[config.mk]
export PLATFORM = sky130hd
export DESIGN_NAME = risc8_bus_arb
export DESIGN_NICKNAME = d
export VERILOG_FILES = /design/src/rtl/risc8_bus_arb.sv
export SDC_FILE = /design/constraint.sdc
export NUM_CORES = 1
export LEC_CHECK = 0
export BUFFER_PORTS_ARGS = -buffer_cell sky130_fd_sc_hd__buf_2
export CAP_MARGIN = 5
export CORE_MARGIN = 2
export CORE_UTILIZATION = 37
export DETAILED_ROUTE_END_ITERATION = 10
export GPL_TIMING_DRIVEN = 0
export PLACE_DENSITY = 0.8
export SYNTH_ARGS = -nofsm -noshare
export SYNTH_HDL_FRONTEND = slang
export SYNTH_SLANG_ARGS = --single-unit
[constraint.sdc]
create_clock -name clk -period 1.9 [get_ports clk]
set_input_delay 0.285 -clock clk [delete_from_list [all_inputs] [get_ports clk]]
set_output_delay 0.285 -clock clk [all_outputs]
set_load 0.02 [all_outputs]
[src/rtl/risc8_bus_arb.sv]
// Two-master external bus arbiter for the risc8 core: CPU has priority, DMA gets
// a guaranteed slot after CPU_MAX contested CPU grants, and hung transfers time out.
module risc8_bus_arb #(
    parameter int AW      = 16,
    parameter int DW      = 8,
    parameter int CPU_MAX = 4,
    parameter int TIMEOUT = 64
) (
    input  logic          clk,
    input  logic          rst,
    input  logic          i_cpu_cycle,
    input  logic          i_cpu_write,
    input  logic [AW-1:0] i_cpu_addr,
    input  logic [DW-1:0] i_cpu_wdata,
    output logic          o_cpu_ready,
    output logic [DW-1:0] o_cpu_rdata,
    input  logic          i_dma_req,
    input  logic          i_dma_write,
    input  logic [AW-1:0] i_dma_addr,
    input  logic [DW-1:0] i_dma_wdata,
    output logic          o_dma_ack,
    output logic [DW-1:0] o_dma_rdata,
    output logic          o_mem_cycle,
    output logic          o_mem_write,
    output logic [AW-1:0] o_mem_addr,
    output logic [DW-1:0] o_mem_wdata,
    input  logic          i_mem_ready,
    input  logic [DW-1:0] i_mem_rdata,
    output logic          o_bus_err,
    input  logic          i_err_clr,
    output logic          o_owner
);

    localparam int RUN_W  = $clog2(CPU_MAX + 1);
    localparam int WAIT_W = $clog2(TIMEOUT);

    typedef enum logic [1:0] {IDLE, CPU_XFER, DMA_XFER} state_t;

    state_t              r_state;
    state_t              w_state_next;
    logic [RUN_W-1:0]    r_cpu_run;
    logic [WAIT_W-1:0]   r_wait_cnt;
    logic                r_bus_err;

    logic                w_xfer;
    logic                w_timeout;
    logic                w_done;
    logic                w_grant_dma;
    logic [DW-1:0]       w_rdata;

    assign w_xfer      = (r_state != IDLE);
    assign w_timeout   = w_xfer && !i_mem_ready && (r_wait_cnt == WAIT_W'(TIMEOUT - 1));
    assign w_done      = w_xfer && (i_mem_ready || w_timeout);
    // DMA wins a contested slot only once the CPU has used up its run allowance
    assign w_grant_dma = i_dma_req && (!i_cpu_cycle || (r_cpu_run == RUN_W'(CPU_MAX)));
    assign w_rdata     = w_timeout ? {DW{1'b1}} : i_mem_rdata;

    always_ff @(posedge clk or posedge rst) begin
        if (rst) begin
            r_state <= IDLE;
        end else begin
            r_state <= w_state_next;
        end
    end

    always_comb begin
        w_state_next = r_state;
        case (r_state)
            IDLE: begin
                if (w_grant_dma) begin
                    w_state_next = DMA_XFER;
                end else if (i_cpu_cycle) begin
                    w_state_next = CPU_XFER;
                end
            end
            CPU_XFER, DMA_XFER: begin
                if (w_done) begin
                    w_state_next = IDLE;
                end
            end
            default: w_state_next = IDLE;
        endcase
    end

    always_comb begin
        o_mem_cycle = 1'b0;
        o_mem_write = 1'b0;
        o_mem_addr  = '0;
        o_mem_wdata = '0;
        o_owner     = 1'b0;
        o_cpu_ready = 1'b0;
        o_cpu_rdata = '0;
        o_dma_ack   = 1'b0;
        o_dma_rdata = '0;
        case (r_state)
            CPU_XFER: begin
                o_mem_cycle = 1'b1;
                o_mem_write = i_cpu_write;
                o_mem_addr  = i_cpu_addr;
                o_mem_wdata = i_cpu_wdata;
                o_cpu_ready = w_done;
                o_cpu_rdata = w_done ? w_rdata : '0;
            end
            DMA_XFER: begin
                o_mem_cycle = 1'b1;
                o_mem_write = i_dma_write;
                o_mem_addr  = i_dma_addr;
                o_mem_wdata = i_dma_wdata;
                o_owner     = 1'b1;
                o_dma_ack   = w_done;
                o_dma_rdata = w_done ? w_rdata : '0;
            end
            default: ;
        endcase
    end

    // Run counter tracks contested CPU grants; wait counter restarts in every IDLE cycle
    always_ff @(posedge clk or posedge rst) begin
        if (rst) begin
            r_cpu_run  <= '0;
            r_wait_cnt <= '0;
            r_bus_err  <= 1'b0;
        end else begin
            if (r_state == IDLE) begin
                r_wait_cnt <= '0;
                if (w_grant_dma) begin
                    r_cpu_run <= '0;
                end else if (i_cpu_cycle) begin
                    if (!i_dma_req) begin
                        r_cpu_run <= '0;
                    end else if (r_cpu_run != RUN_W'(CPU_MAX)) begin
                        r_cpu_run <= r_cpu_run + RUN_W'(1);
                    end
                end
            end else if (!i_mem_ready) begin
                r_wait_cnt <= r_wait_cnt + WAIT_W'(1);
            end
            if (w_timeout) begin
                r_bus_err <= 1'b1;
            end else if (i_err_clr) begin
                r_bus_err <= 1'b0;
            end
        end
    end

    assign o_bus_err = r_bus_err;

endmodule

==> flow_summary.json, run 1 <==
{
  "cts-htree-levels": 1,
  "crit_fanout": 5,
  "met2_length_um": 2757,
  "drv_cap": 0,
  "p_per_area_nw_per_um2": 1314,
  "detailed_place_hpwl_um": 3113,
  "syn_area_um2": 1205,
  "min_path_type": "input pin to asynchronous set/reset pin",
  "core-area_um2": 3078,
  "fin_crit_sh": 1.121,
  "num-nets-final": 360,
  "status": "finished, violations left",
  "final_cell_count_no_fill": 332,
  "crit_chain": "ha_2, nand4b_4, or3_4, buf_6, a21boi_2, buf_6",
  "numCtsBuffers": 3,
  "grt_max_degree": 13,
  "ioPinCount": 110,
  "fillers": 202,
  "design_area_um2": 2502,
  "cpMostUsedCell": "buf_6",
  "slew_headroom": 0.7042,
  "max_stage_delay_ps": 440,
  "die_w_um": 61.07,
  "fin_worst_skew_ps": 6.544,
  "clock_latency_ps": 270,
  "drtIter0Drc": 94,
  "grt.overflow.total": 0,
  "rows": 20,
  "dp_cells": 312,
  "initial_core_util": 0.3915,
  "die_y_um": 61.07,
  "cts_num_sinks": 12,
  "drt-total-wl_um": 5281,
  "dpl_cell_area_um2": 1858,
  "violations": "setup timing",
  "drt.antenna.violating_nets": 0,
  "die_area_um2": 3729,
  "r2r_cells": 6,
  "drive_above_1_share": 0.7326,
  "r2r-start": "r_wait_cnt[1]",
  "root_buffer": "clkbuf_4",
  "seq_area_um2": 300.3,
  "synth_nets": 229,
  "worstMarginPinSlew_ps": 439.7,
  "diodes": 0,
  "fin_crit_ps": 2130,
  "required_ps": 1620,
  "setup_viol": 30,
  "viasPerCell": 5.313,
  "cp_slowest_cell": "or3_4",
  "regToRegSetupSlack_ps": 160,
  "synth_cells": 159,
  "ys_warn_count": 0,
  "cp_data_arrival_time_ps": 1840,
  "met3WireLength_um": 414,
  "start_kind": "flop",
  "crit_path_end_kind": "output pin",
  "clockBufferDepth": 2,
  "grt_setup_unrepaired": "yes",
  "max-vdd-ir-drop_mv": 0.6693,
  "drc": 0,
  "endpoint": "o_dma_rdata[7]",
  "multiInputGateArea_um2": 1076,
  "finalWorstSetupSlack_ps": -229.9,
  "antenna_found_initial": 0,
  "grt.total_usage": 0.2248,
  "wl_per_cell_um": 15.91,
  "cts_tree": "built",
  "yosysSeqAreaShare": 0.2492,
  "wirelength_met1_um": 1983,
  "path_clk_slew_ps": 70,
  "hold_viol": 0,
  "place_ws_ps": -169.3,
  "place_congestion": 0.8449,
  "reg2reg_to": "r_state[1]",
  "avgSynthCellArea_um2": 7.578,
  "final_util": 0.8130,
  "first_pass_iters": 4,
  "p_total_mw": 3.289,
  "portBuffers": 109,
  "dr_total_vias": 1764,
  "p_leak_nw": 1.176,
  "grt_pass1_vias": 1400,
  "top_layer_used": "met4",
  "slew_viol_final": 0,
  "critPathLaunch": "r_wait_cnt[1]",
  "syn_to_final_growth_pct": 107.7,
  "clock.fmax_ghz": 0.4695,
  "ys_types": 31,
  "grt_pass1_wl_um": 6410,
  "worstSetupPathType": "flop to output pin",
  "ys_seq_elements": 12
}
[synth_stat cells]
library cell | number | area [µm²]
nor2_1 | 31 | 116.4
a22oi_1 | 25 | 187.7
a21boi_0 | 20 | 150.1
nand2_1 | 14 | 52.55
dfrtp_1 | 12 | 300.3
clkbuf_1 | 11 | 41.29
inv_1 | 7 | 26.28
ha_1 | 6 | 75.07
o21ai_0 | 6 | 30.03
a32o_1 | 3 | 30.03
xor2_1 | 3 | 26.28
nand2b_1 | 2 | 12.51
a21bo_2 | 1 | 10.01
a21oi_1 | 1 | 5.000
and2b_1 | 1 | 7.510
buf_1 | 1 | 3.750
buf_6 | 1 | 11.26
clkbuf_2 | 1 | 5.000
clkinv_1 | 1 | 3.750
mux2i_1 | 1 | 10.01
nand3_1 | 1 | 5.000
nand3b_1 | 1 | 7.510
nand4b_1 | 1 | 8.760
nand4b_4 | 1 | 23.77
nor2b_1 | 1 | 6.260
o22ai_1 | 1 | 6.260
o311ai_0 | 1 | 8.760
or2b_1 | 1 | 7.510
or3_1 | 1 | 6.260
or3_4 | 1 | 11.26
xnor2_1 | 1 | 8.760
[worst max-delay path, delay by kind of cell (launching register included)]
kind            cells  cell delay, ps
compound gates      1             150
simple gates        2             550
buf+inv             2             300
flops               1             370
fa+ha+maj           1             210
[through the flow]
| step | setup TNS [ps] | hold WS (ps) |
|---|---|---|
| after floorplan | -1349 | 149.7 |
| after global placement | -3687 | 312.7 |
| after detailed placement | -4539 | 313.3 |
| after CTS | -2736 | 15.59 |
| after global routing | -5550 | 56.10 |
| final | -3704 | 1.804 |
[kinds of logic (layout without fill, tap and decap cells)]
logic type                 after synthesis  after routing  synth area share
and+or+nand+nor                         56             56            0.2202
AOI/OAI and AO/OA                       58             58            0.3551
muxes                                    1              1          0.008308
DFF                                     12             12            0.2492
adders and majority gates                6              6           0.06230
buffers and inverters                   22            151           0.07580
xor gates and xnor gates                 4              4           0.02908
[sequential cells by signal, indices dropped and copies added (netlist names)]
| register | count |
|---|---|
| r_state | 2 |
| r_wait_cnt | 6 |
| r_cpu_run | 3 |
| o_bus_err | 1 |
[report_power, final]
| part | internal [mW] | total (mW) | switching (mW) |
|---|---|---|---|
| logic | 1.32 | 2.78 | 1.46 |
| registers | 0.312 | 0.356 | 0.0446 |
| clock network | 0.0733 | 0.151 | 0.0775 |
| total | 1.70 | 3.29 | 1.59 |
[repair_timing]
item	in CTS	in global routing
resized for setup	86	57
pin swaps	2	8
gates cloned	2	2
buffers inserted	7	9
hold buffers	0	0
endpoints found under the setup margin	43	39
[routing by layer]
layer,GRT usage,up-vias
li1,-,829
met1,0.2667,834
met2,0.4255,85
met3,0.03782,16
met4,0.04037,0
met5,0,-
[worst min path at each step]
stage / end / depth (start not counted)
final: r_cpu_run[1] / 2
after global routing: r_wait_cnt[1] / 2
after CTS: o_bus_err / 2
after detailed placement: r_wait_cnt[1] / 2
after global placement: r_wait_cnt[0] / 2
after floorplan: o_bus_err / 1
[area by class of cell]
cell class	instances	share of cell area
multi-input cells	125	0.4300
clock buffers	3	0.009000
well taps	44	0.02200
flip-flops and latches	12	0.1200
repair buffers	128	0.3480
inverters	8	0.01400
plain buffers	12	0.05700
[cell usage in the layout (no fill, tap or decap), types with 4 or more instances in the layout]
cell type / netlist / layout
buf_4: 0 / 31
buf_8: 0 / 7
a22oi_2: 0 / 21
a22oi_1: 25 / 4
nor2_1: 31 / 11
buf_6: 1 / 16
nand2_1: 14 / 14
clkbuf_4: 0 / 4
inv_1: 7 / 5
o21ai_0: 6 / 6
nor2_2: 0 / 20
buf_2: 0 / 80
a21boi_2: 0 / 18
dfrtp_1: 12 / 12
(Power assumes the default switching activity.)
==> inputs of run 2 (changes only) <==
- CTS_CLUSTER_DIAMETER: default -> 50
- clock period: 1.9 -> 2.35 ns (I/O delays scaled with it)
==> run 2 against run 1 <==
  * The run now ends clean
  * Clock power shrank 18%
  * Hold slack gained 78 ps
  * Total power shrank 43%
  * Sequential cell count is the same
  * Sequential share of layout area grew 3.9 points
  * Sequential power shrank 17%
  * Via count shrank 12%
  * Combinational power shrank 48%
  * Clock-buffer cell count is the same
  * Largest cell class unchanged
  * Highest routed layer unchanged
==> flow_summary.json, run 2 (synthesis results as in run 1) <==
{
  "status": "finished, final reports clean",
  "crit_chain": "ha_4, nand4b_4, or3_4, buf_4, a21boi_0, buf_2",
  "rows": 20,
  "dr_total_vias": 1547,
  "p_clk_frac": 0.066,
  "core-area_um2": 3078,
  "syn_to_final_growth_pct": 57.11,
  "clock_latency_ps": 270,
  "design_area_um2": 1893,
  "dpl_cell_area_um2": 1805,
  "die_w_um": 61.07,
  "tns_ps": 0,
  "viasPerCell": 4.896,
  "hold_ws_ps": 79.41,
  "wl_per_cell_um": 12.37,
  "crit_fanout": 10,
  "cts_num_sinks": 12,
  "reg2reg_to": "r_cpu_run[2]",
  "clock.fmax_ghz": 0.4410,
  "place_congestion": 0.7623,
  "setup_viol": 0,
  "min_path_type": "input pin to asynchronous set/reset pin",
  "p_leak_nw": 1.034,
  "worstMarginPinSlew_ps": 465.2,
  "num-nets-final": 344,
  "switchingPower_mw": 0.9887,
  "hold_buffers": 0,
  "numCtsBuffers": 3,
  "cts_tree": "built",
  "path_clk_slew_ps": 70,
  "final_common_cell": "buf_2",
  "grt_setup_unrepaired": "no",
  "slew_headroom": 0.6895,
  "die_y_um": 61.07,
  "grt_pass1_wl_um": 5375,
  "grt.overflow.total": 0,
  "detailed_place_hpwl_um": 3086,
  "cts-htree-levels": 1,
  "final_util": 0.6150,
  "first_pass_iters": 4,
  "fin_worst_skew_ps": 0.5823,
  "ioPinCount": 110,
  "grt.total_usage": 0.1890,
  "clockBufferDepth": 2,
  "drt.antenna.violating_nets": 0,
  "root_buffer": "clkbuf_4",
  "drive_above_1_share": 0.4853,
  "initial_core_util": 0.3915,
  "hold_viol": 0,
  "sw_frac_of_total": 0.5305,
  "p_seq_frac": 0.159,
  "r2r-start": "r_state[0]",
  "drt-total-wl_um": 3910,
  "drtIter0Drc": 69,
  "antenna_found_initial": 0,
  "worstSetupPathType": "flop to output pin",
  "p_per_area_nw_per_um2": 984.5,
  "reg_top3": "r_wait_cnt x6, r_cpu_run x3, r_state x2",
  "required_ps": 2000,
  "power.internal_mw": 0.8751,
  "crit_path_end_kind": "output pin",
  "grt_max_degree": 13,
  "slew_viol_final": 0,
  "grt_pass1_vias": 1248,
  "layout_common_cells": "107 x buf_2, 31 x nor2_1, 25 x a22oi_1, 14 x a21boi_0, 14 x nand2_1",
  "p_total_mw": 1.864,
  "fin_crit_sh": 0.9648,
  "drc": 0,
  "die_area_um2": 3729,
  "start_kind": "flop",
  "regToRegSetupSlack_ps": 680,
  "drv_cap": 0,
  "cp_slowest_cell": "dfrtp_1",
  "max_stage_delay_ps": 430,
  "largest_reg_flops": 6,
  "r2r_cells": 5,
  "diodes": 0,
  "fin_crit_ps": 2267,
  "cp_data_arrival_time_ps": 1910,
  "regMostFlops": "r_wait_cnt",
  "pwr-share-comb": 0.774,
  "max-vdd-ir-drop_mv": 0.4416,
  "portBuffers": 109
}
## run 2: changes by cell type in the layout (fill, tap and decap cells not counted), sizes merged
cell / change
buf: -20
clkbuf: +4
clkinv: -1
clkinvlp: +1
## run 2: power by group through the flow
stage | logic (mW) | registers [mW] | clock network [mW]
after floorplan | 0.940 | 0.287 | 0
after global placement | 1.31 | 0.295 | 0
after detailed placement | 1.32 | 0.298 | 0
after CTS | 1.34 | 0.294 | 0.130
after global routing | 1.59 | 0.304 | 0.139
final | 1.44 | 0.297 | 0.124
## run 2: worst max-delay path by stage
stage                        from        endpoint  slack (ps)
finish              r_wait_cnt[0]  o_cpu_rdata[6]          80
floorplan              r_state[0]       o_dma_ack         250
CTS                 r_wait_cnt[0]  o_cpu_rdata[0]           6
global route        r_wait_cnt[0]  o_cpu_rdata[2]           2
global placement       r_state[0]  o_mem_wdata[7]         230
detailed placement     r_state[0]  o_mem_wdata[7]         230
## run 2: repair_timing
action,4_1_cts,5_1_grt
gates resized for setup,6,25
endpoints found under the hold margin,0,0
setup endpoints to repair,30,38
pin swaps,0,1
buffers inserted,0,3
## run 2: cell type report
class	instances	area, µm²
Fill cell	292	1185
Clock buffer	3	22.52
Buffer	12	67.56
Inverter	8	33.78
Sequential cell	12	300.3
Timing Repair Buffer	112	575.6
Multi-Input combinational cell	125	838.3
Tap cell	44	55.05
## run 2: stage by stage
| step | cells | setup slack (ps) |
|---|---|---|
| after floorplan | 159 | 252.8 |
| after global routing | 316 | 2.126 |
| after global placement | 312 | 229.5 |
| after detailed placement | 312 | 234.9 |
| after CTS | 315 | 5.679 |
| final | 316 | 82.63 |
## run 2: routing by layer
metal,vias up,track usage,wire [µm]
met4,0,0.04658,27
met5,-,0,0
met1,675,0.2301,1620
met3,4,0.03571,297
li1,791,-,-
met2,77,0.3419,1965
## run 2: worst max-delay path, delay by kind of cell, from the launching register on
family	cells	cell delay, ps
AO/OA/AOI/OAI	1	160
adder cells (fa/ha/maj)	1	170
buffers and inverters	2	380
flip-flops	1	430
AND/OR/NAND/NOR	2	500
